===== src/rtl/min2_stream_vg.sv =====
// Streaming min1/min2/argmin finder over NBEAT beats of P magnitude lanes.
// Latency: out_valid pulses 2 cycles after the edge that accepts a frame's closing beat.
// Backpressure: none, one beat per cycle always; in_valid low simply stalls the frame.
// Optional sign parity output enabled by defining MIN2VG_SIGN_PARITY_EN.
module min2_stream_vg #(
  parameter  int W     = 6,
  parameter  int P     = 8,
  parameter  int NBEAT = 4,
  localparam int IW    = $clog2(P * NBEAT)
) (
  input  logic                 clk,
  input  logic                 rst,
  input  logic                 in_valid,
  input  logic                 in_last,
  input  logic [P*(W-1)-1:0]   in_mag,
`ifdef MIN2VG_SIGN_PARITY_EN
  input  logic [P-1:0]         in_sgn,
  output logic                 sgn_par,
`endif
  output logic                 out_valid,
  output logic [W-2:0]         min1,
  output logic [W-2:0]         min2,
  output logic [IW-1:0]        idx,
  output logic                 out_err
);

  localparam int MW = W - 1;
  localparam int BW = (NBEAT > 1) ? $clog2(NBEAT) : 1;

  // Candidate: smallest, second smallest and position of the smallest.
  typedef struct packed {
    logic [MW-1:0] m1;
    logic [MW-1:0] m2;
    logic [IW-1:0] ix;
  } cand_t;

  typedef enum logic {IDLE, ACC} state_t;

  // b only wins on a strictly smaller min1, so equal values keep the lower index.
  function automatic cand_t merge(input cand_t a, input cand_t b);
    cand_t w;
    cand_t l;
    cand_t r;
    if (b.m1 < a.m1) begin
      w = b;
      l = a;
    end else begin
      w = a;
      l = b;
    end
    r    = w;
    r.m2 = (l.m1 < w.m2) ? l.m1 : w.m2;
    return r;
  endfunction

  // Heap-ordered pairwise tree: leaves at P..2P-1, root at 1; left child holds lower lanes.
  function automatic cand_t tree_reduce(input logic [P*MW-1:0] mag);
    cand_t node [1:2*P-1];
    for (int k = 0; k < P; k++) begin
      node[P+k].m1 = mag[k*MW +: MW];
      node[P+k].m2 = '1;
      node[P+k].ix = IW'(k);
    end
    for (int i = P - 1; i >= 1; i--) begin
      node[i] = merge(node[2*i], node[2*i+1]);
    end
    return node[1];
  endfunction

  cand_t           beat_c;
  logic [BW-1:0]   beat_cnt;
  logic            in_close;

  logic            s1_vld;
  logic            s1_last;
  logic [BW-1:0]   s1_beat;
  cand_t           s1_cand;
  cand_t           s1_glob;
  logic            s1_end;
  logic            s1_close;
  logic            s1_err;

  state_t          state_q;
  state_t          state_d;
  cand_t           acc_q;
  cand_t           acc_d;
  logic            fin_vld_q;
  logic            fin_vld_d;
  logic            fin_err_q;
  logic            fin_err_d;

`ifdef MIN2VG_SIGN_PARITY_EN
  logic            s1_par;
  logic            acc_par_q;
  logic            acc_par_d;
`endif

  assign beat_c   = tree_reduce(in_mag);
  assign in_close = in_last | (beat_cnt == BW'(NBEAT - 1));

  // Beat counter: advances per accepted beat, rewinds when the frame closes.
  always_ff @(posedge clk or posedge rst) begin
    if (rst) begin
      beat_cnt <= '0;
    end else if (in_valid) begin
      beat_cnt <= in_close ? '0 : beat_cnt + BW'(1);
    end
  end

  // Stage 1: register the per-beat reduction with its beat number and last flag.
  always_ff @(posedge clk or posedge rst) begin
    if (rst) begin
      s1_vld  <= 1'b0;
      s1_last <= 1'b0;
      s1_beat <= '0;
      s1_cand <= '0;
    end else begin
      s1_vld <= in_valid;
      if (in_valid) begin
        s1_last <= in_last;
        s1_beat <= beat_cnt;
        s1_cand <= beat_c;
      end
    end
  end

`ifdef MIN2VG_SIGN_PARITY_EN
  // Stage 1 sign parity of the accepted beat.
  always_ff @(posedge clk or posedge rst) begin
    if (rst) begin
      s1_par <= 1'b0;
    end else if (in_valid) begin
      s1_par <= ^in_sgn;
    end
  end
`endif

  // Convert the lane index to a frame position and decide whether this beat closes the frame.
  always_comb begin
    s1_glob    = s1_cand;
    s1_glob.ix = IW'(int'(s1_beat) * P) + s1_cand.ix;
    s1_end     = (s1_beat == BW'(NBEAT - 1));
    s1_close   = s1_last | s1_end;
    s1_err     = s1_last ^ s1_end;
  end

  // Stage 2 FSM state register.
  always_ff @(posedge clk or posedge rst) begin
    if (rst) begin
      state_q <= IDLE;
    end else begin
      state_q <= state_d;
    end
  end

  // Stage 2 next state: any accepted beat either closes the frame or leaves it open.
  always_comb begin
    state_d = state_q;
    case (state_q)
      IDLE: if (s1_vld) state_d = s1_close ? IDLE : ACC;
      ACC:  if (s1_vld) state_d = s1_close ? IDLE : ACC;
    endcase
  end

  // Stage 2 outputs: first beat loads the accumulator, later beats merge as the higher index.
  always_comb begin
    acc_d     = acc_q;
    fin_vld_d = 1'b0;
    fin_err_d = 1'b0;
`ifdef MIN2VG_SIGN_PARITY_EN
    acc_par_d = acc_par_q;
`endif
    if (s1_vld) begin
      acc_d     = (state_q == IDLE) ? s1_glob : merge(acc_q, s1_glob);
      fin_vld_d = s1_close;
      fin_err_d = s1_err;
`ifdef MIN2VG_SIGN_PARITY_EN
      acc_par_d = (state_q == IDLE) ? s1_par : (acc_par_q ^ s1_par);
`endif
    end
  end

  // Stage 2 accumulator and frame-complete registers.
  always_ff @(posedge clk or posedge rst) begin
    if (rst) begin
      acc_q     <= '0;
      fin_vld_q <= 1'b0;
      fin_err_q <= 1'b0;
`ifdef MIN2VG_SIGN_PARITY_EN
      acc_par_q <= 1'b0;
`endif
    end else begin
      acc_q     <= acc_d;
      fin_vld_q <= fin_vld_d;
      fin_err_q <= fin_err_d;
`ifdef MIN2VG_SIGN_PARITY_EN
      acc_par_q <= acc_par_d;
`endif
    end
  end

  // Result registers: strobe for one cycle, hold values until the next frame completes.
  always_ff @(posedge clk or posedge rst) begin
    if (rst) begin
      out_valid <= 1'b0;
      min1      <= '0;
      min2      <= '0;
      idx       <= '0;
      out_err   <= 1'b0;
`ifdef MIN2VG_SIGN_PARITY_EN
      sgn_par   <= 1'b0;
`endif
    end else begin
      out_valid <= fin_vld_q;
      if (fin_vld_q) begin
        min1    <= acc_q.m1;
        min2    <= acc_q.m2;
        idx     <= acc_q.ix;
        out_err <= fin_err_q;
`ifdef MIN2VG_SIGN_PARITY_EN
        sgn_par <= acc_par_q;
`endif
      end
    end
  end

endmodule

===== config.mk =====
export PLATFORM = sky130hd
export DESIGN_NAME = min2_stream_vg
export DESIGN_NICKNAME = d
export VERILOG_FILES = /design/src/rtl/min2_stream_vg.sv
export SDC_FILE = /design/constraint.sdc
export NUM_CORES = 1
export LEC_CHECK = 0
export ABC_AREA = 1
export CAP_MARGIN = 15
export CORE_MARGIN = 3
export CORE_UTILIZATION = 50
export DETAILED_ROUTE_END_ITERATION = 7
export PLACE_DENSITY_LB_ADDON = 0.25
export SYNTH_ARGS = -nofsm -noshare
export SYNTH_HDL_FRONTEND = slang
export SYNTH_SLANG_ARGS = --single-unit

===== constraint.sdc =====
create_clock -name clk -period 5.31 [get_ports clk]
set_input_delay 1.062 -clock clk [delete_from_list [all_inputs] [get_ports clk]]
set_output_delay 1.062 -clock clk [all_outputs]
set_load 0.005 [all_outputs]

Yosys cells after proc, flatten, opt, wreduce, memory -nomap -nowiden. Index checks and enable logic that the tools add are counted. W data, S select, Z words.

Register bits after elaboration: 56. Bits of input ports: 44. Output and inout bits: 17. Logic and storage cells: 78.

Add/sub/neg operators: 2. Order comparisons: 16. Eq/ne operators: 3. Multiplexer cells: 34. Bitwise operators: 4. Reductions and logical operators: 1.

Operators with widths (count): $mux W15 (19); $lt A5 B5 Y1 (16); $mux W5 (8); $add A5 B5 Y5 (1); $mux W1 (5); $eq A2 B2 Y1 const B (2); $ne A3 B2 Y1 const B (1); $add A2 B1 Y2 const B (1); $mux W2 (1); $or A1 B1 Y1 (2); $pmux W1 S2 (1); $reduce_and A2 Y1 (1); $not A1 Y1 (1); $xor A1 B1 Y1 (1).

Depth between registers and ports, before layout.
Depth after elaboration: 10. Depth in mapped cells: 37. Depth with buffers taken out: 35.

Least setup slack after synthesis. Ideal clock, no wire load.

Path kind: input -> register. Start point: input in_mag[34]. End point: register s1_cand[5] (netlist name). Setup time: 0.066 ns. Data arrival time: 5.907 ns. Data required time: 5.244 ns. Path slack: -0.663 ns. Cell stages on the path: 29. Path buffers: 3. Cells stage by stage: inv_1 > ha_1 > a21oi_1 > nand3_2 > buf_6 > clkbuf_1 > a21oi_1 > ha_1 > a21oi_1 > nand2_8 > buf_2 > o211ai_1 > o21ai_0 > ha_1 > a21oi_1 > nor2_1 > a211oi_1 > nand2_4 > nor2_1 > a21oi_1 > o21ai_1 > ha_1 > a21oi_1 > nor2_1 > a211oi_1 > nand2_2 > nand2_1 > nand3_1 > nand2_1.

Longest elaborated chain between the ends: 10. Elaborated cells on any way between the ends: 15. Those cells by class: order compare: 6; mux: 9.

RTL lines: start: declaration (line 15) `input logic [P*(W-1)-1:0] in_mag,`; $lt A5 B5 Y1 (line 44) `if (b.m1 < a.m1) begin`; $mux W15 (line 44); $lt A5 B5 Y1 (line 52) `r.m2 = (l.m1 < w.m2) ? l.m1 : w.m2;`; $mux W5 (line 52); $mux W15 (line 44); $lt A5 B5 Y1 (line 52); $mux W5 (line 52); $mux W15 (line 44); $lt A5 B5 Y1 (line 52); $mux W5 (*) (line 52); end signal: assignment (line 122) `s1_cand <= beat_c;`; end: declaration (line 77) `cand_t s1_cand;`.

Mark *: on every way between the ends. The rest lies on a longest branch, timed or not. A chain may end at the register's enable or synchronous reset.

Worst setup path in the final report.
Start point: input in_mag[13]. End point: register s1_cand[5] (netlist name).

Same word-level chain as after synthesis.

==> results.md <==
* Total power draw at 0.00462 W
* Num CTS Buffers at 5
* Reg2reg setup slack at 2.25 ns
* Synth warn at 0
* PortBufs at 60
* H-tree Lvls at 2
* Crit start category: primary input
* Unrepaired setup endpoints after global routing: yes
* Largest net degree at the start of global routing at 55
* TNS Setup at -1.83 ns
* Nets at 1009
* Max_cap viols at 0
* Worst EP arrival at 5.95 ns
* Final count of hold timing violations at 0
* Chip height at 103 um
* Worst-margin pin slew at approximately 0.8 ns
* Post-Syn Instances at about 670
* Final wirelength at 22500 um
* Worst vdd ir at between 0.0003 and 0.0004 V
* Remaining Overflow, GRT at 0
* Final period utilization at 107%
* Peak Freq at 0.176 GHz
* Slew Limit Fails at 0
* Root Buffer: clkbuf_8
* Worst min-delay path startpoint: acc_q[4]
* Fill cell count at 397
* Hold path depth at 2
* TritonCTS clock tree: built
* Total track usage at 31.8%
* Crit path max-delay cell type: ha_1
* First-pass GRT wire length at roughly 27000 um
* Synthesized Nets at 758
* Req. time, crit path at about 5.6 ns
* Final core utilization at 88.6%
* Clock transition at path regs at 0.09 ns
* Final Skew at 0.00622 ns
* Setup crit end kind: flop
* Final setup viols at 5
* Sequential area share after synthesis at between 20% and 30%
* CP max FO at 14
* Inserted Diodes at 0
* Post-route setup slack at -0.385 ns
* Status: finished, violations left
* Rel. slew slack at 46.6%
* Clock Latency Late Sink at 0.31 ns
* Failing checks: setup timing
* HP Class: flop to flop
* Cts hold-fix bufs at 0
* Avg WL per Cell at 21.9 um
* WS Path Type: primary input to flop
* Starting Density at 52.6%
* Placed inst area at 6400 um2
* Design area at 7870 um2
* Number of global-route vias before repair at 6004
* Initial drt markers at 715
* Antenna violations before repair at 0
* Post-DP HPWL at 9680 um
* FF+latch area at between 1000 and 1500 um2
* Footprint of the multi-input gates at 3810 um2
* CP dominant cell by count: nand2_1
* Total number of vias at 6570
* Ports at 61
* Horiz. Die Dim at 103 um
* Max Root-Sink Buffers at 2
* Minimum clock period at 5.69 ns
* Pwr dens at slightly below 600 nW/um2
* Hold Slack at just under 0.5 ns
* Syn-to-layout area delta at 68.2%
* Flops & latches, synth at 54
* Router iterations before antenna repair at 6
* Reg2Reg Depth at 17
* Row cnt at 34
* Cell Area, Synth at about 4700 um2
* Post-DR vias/cell at 6.39
* Clock sinks at 54
* Number of routed nets with antenna violations at 0
* Critical R2R Launch: acc_q[14]
* Worst Hold End: acc_q[4]
* Total core area at 8890 um2
* GPL Wtd Cong at 0.937
* LEAKAGE at between 3 and 4 nW
* CP peak stage delay at 0.42 ns
* Post-synth cell types at 33
* Die Area at 10600 um2
* R2R Path End: acc_q[7]
* Share of cells above drive strength 1 at between 40% and 50%
* Syn_area_per_cell at 7.01 um2
* DRC violations left at 0
[per-stage QoR]
| stage | worst slack (ns) | cells |
|---|---|---|
| final | -0.385 | 1028 |
| after global routing | -0.523 | 1028 |
| after CTS | 0.0151 | 1011 |
| after detailed placement | -0.729 | 943 |
| after global placement | -0.505 | 943 |
| after floorplan | 0.00231 | 668 |
[registers in the layout, indices dropped and copies added (netlist names), named ones only]
register and flops:
fin_err_q 1, min1 5, idx 5, out_valid 1
s1_last 1, acc_q 15, s1_vld 1, min2 5
beat_cnt 2, fin_vld_q 1, s1_beat 2, s1_cand 13
out_err 1
[worst max path at each step]
| stage | from | end | slack (ns) | cells past startpoint |
|---|---|---|---|---|
| 6_report | in_mag[13] | s1_cand[5] | -0.38 | 36 |
| 5_1_grt | in_mag[13] | s1_cand[9] | -0.52 | 36 |
| 4_1_cts | in_mag[16] | s1_cand[6] | 0.02 | 32 |
| 3_5_place_dp | in_mag[34] | s1_cand[6] | -0.73 | 32 |
| 3_3_place_gp | in_mag[24] | s1_cand[9] | -0.50 | 34 |
| 2_1_floorplan | in_mag[24] | s1_cand[5] | 0.002 | 33 |
[worst max-delay path, delay by kind of cell]
family,cells,cell delay (ns)
buffers and inverters,5,0.78
adder cells (fa/ha/maj),3,0.92
AND/OR/NAND/NOR,23,2.50
AO/OA/AOI/OAI,5,0.66
[timing repair]
action                     CTS  global route
gates resized for setup    122           149
pin swaps                   82            83
setup endpoints to repair    5             5
setup buffers               54            17
gates cloned                 7             0
[report_power, final]
part           switching, W  internal, W  leakage, nW  total [W]
clock network      0.000131     0.000141       0.0514   0.000272
logic               0.00205      0.00162         3.29    0.00366
registers         0.0000981     0.000584        0.649   0.000682
[metal layers]
layer | vias up | GRT usage, % | routed length, um
li1 | 2717 | - | -
met3 | 273 | 4.33 | 2220
met2 | 585 | 59.5 | 10300
met4 | 0 | 19.7 | 2460
met1 | 2995 | 33.4 | 7510
met5 | - | 0 | 0
[cells in the final DEF, fill, tap and decap left out, drive strengths merged]
| cell type | n |
|---|---|
| clkbuf | 18 |
| o21ai | 97 |
| dlymetal6s2s | 7 |
| inv | 88 |
| a211oi | 4 |
| dfrtp | 54 |
| o21a | 3 |
| or3 | 1 |
| nand4 | 11 |
| clkdlybuf4s15 | 2 |
| nand3 | 24 |
| mux2i | 1 |
| o211ai | 12 |
| nand3b | 2 |
| nor2 | 28 |
| clkinvlp | 1 |
| mux2 | 8 |
| a21oi | 45 |
| dlygate4sd2 | 10 |
| a22oi | 5 |
| a21o | 1 |
| nand2 | 222 |
| clkdlybuf4s50 | 24 |
| clkinv | 2 |
| buf | 203 |
| bufinv | 1 |
| ha | 46 |
[area by class of cell]
| type | instances | share of cell area, % |
|---|---|---|
| multi-input cells | 510 | 48.4 |
| repair buffers | 258 | 26.9 |
| flip-flops and latches | 54 | 17.2 |
| inverters | 90 | 4.45 |
| well taps | 108 | 1.72 |
| clock buffers | 6 | 0.922 |
| clock inverters | 2 | 0.477 |
[cells by family (layout without fill, tap and decap cells)]
group / Yosys count / in the layout / share of synthesized area, %
buffers and inverters: 111 / 356 / 9.33
and+or+nand+nor: 281 / 288 / 27.1
AOI/OAI and AO/OA: 167 / 167 / 20.3
muxes: 9 / 9 / 2.14
adders and majority gates: 46 / 46 / 12.3
DFF: 54 / 54 / 28.9
[synth_stat cells, drive strengths merged]
cell,number,area share (%)
a211oi,4,0.64
a21o,1,0.16
a21oi,45,5.7
a22oi,5,0.80
buf,6,0.91
clkbuf,15,1.2
clkinv,1,0.080
dfrtp,54,29
ha,46,12
inv,89,7.1
mux2,8,1.9
mux2i,1,0.21
nand2,217,20
nand3,22,2.9
nand3b,2,0.32
nand4,11,1.5
nor2,28,2.3
o211ai,12,1.9
o21a,3,0.51
o21ai,97,11
or3,1,0.13
Power figures use the tool's default switching activity.
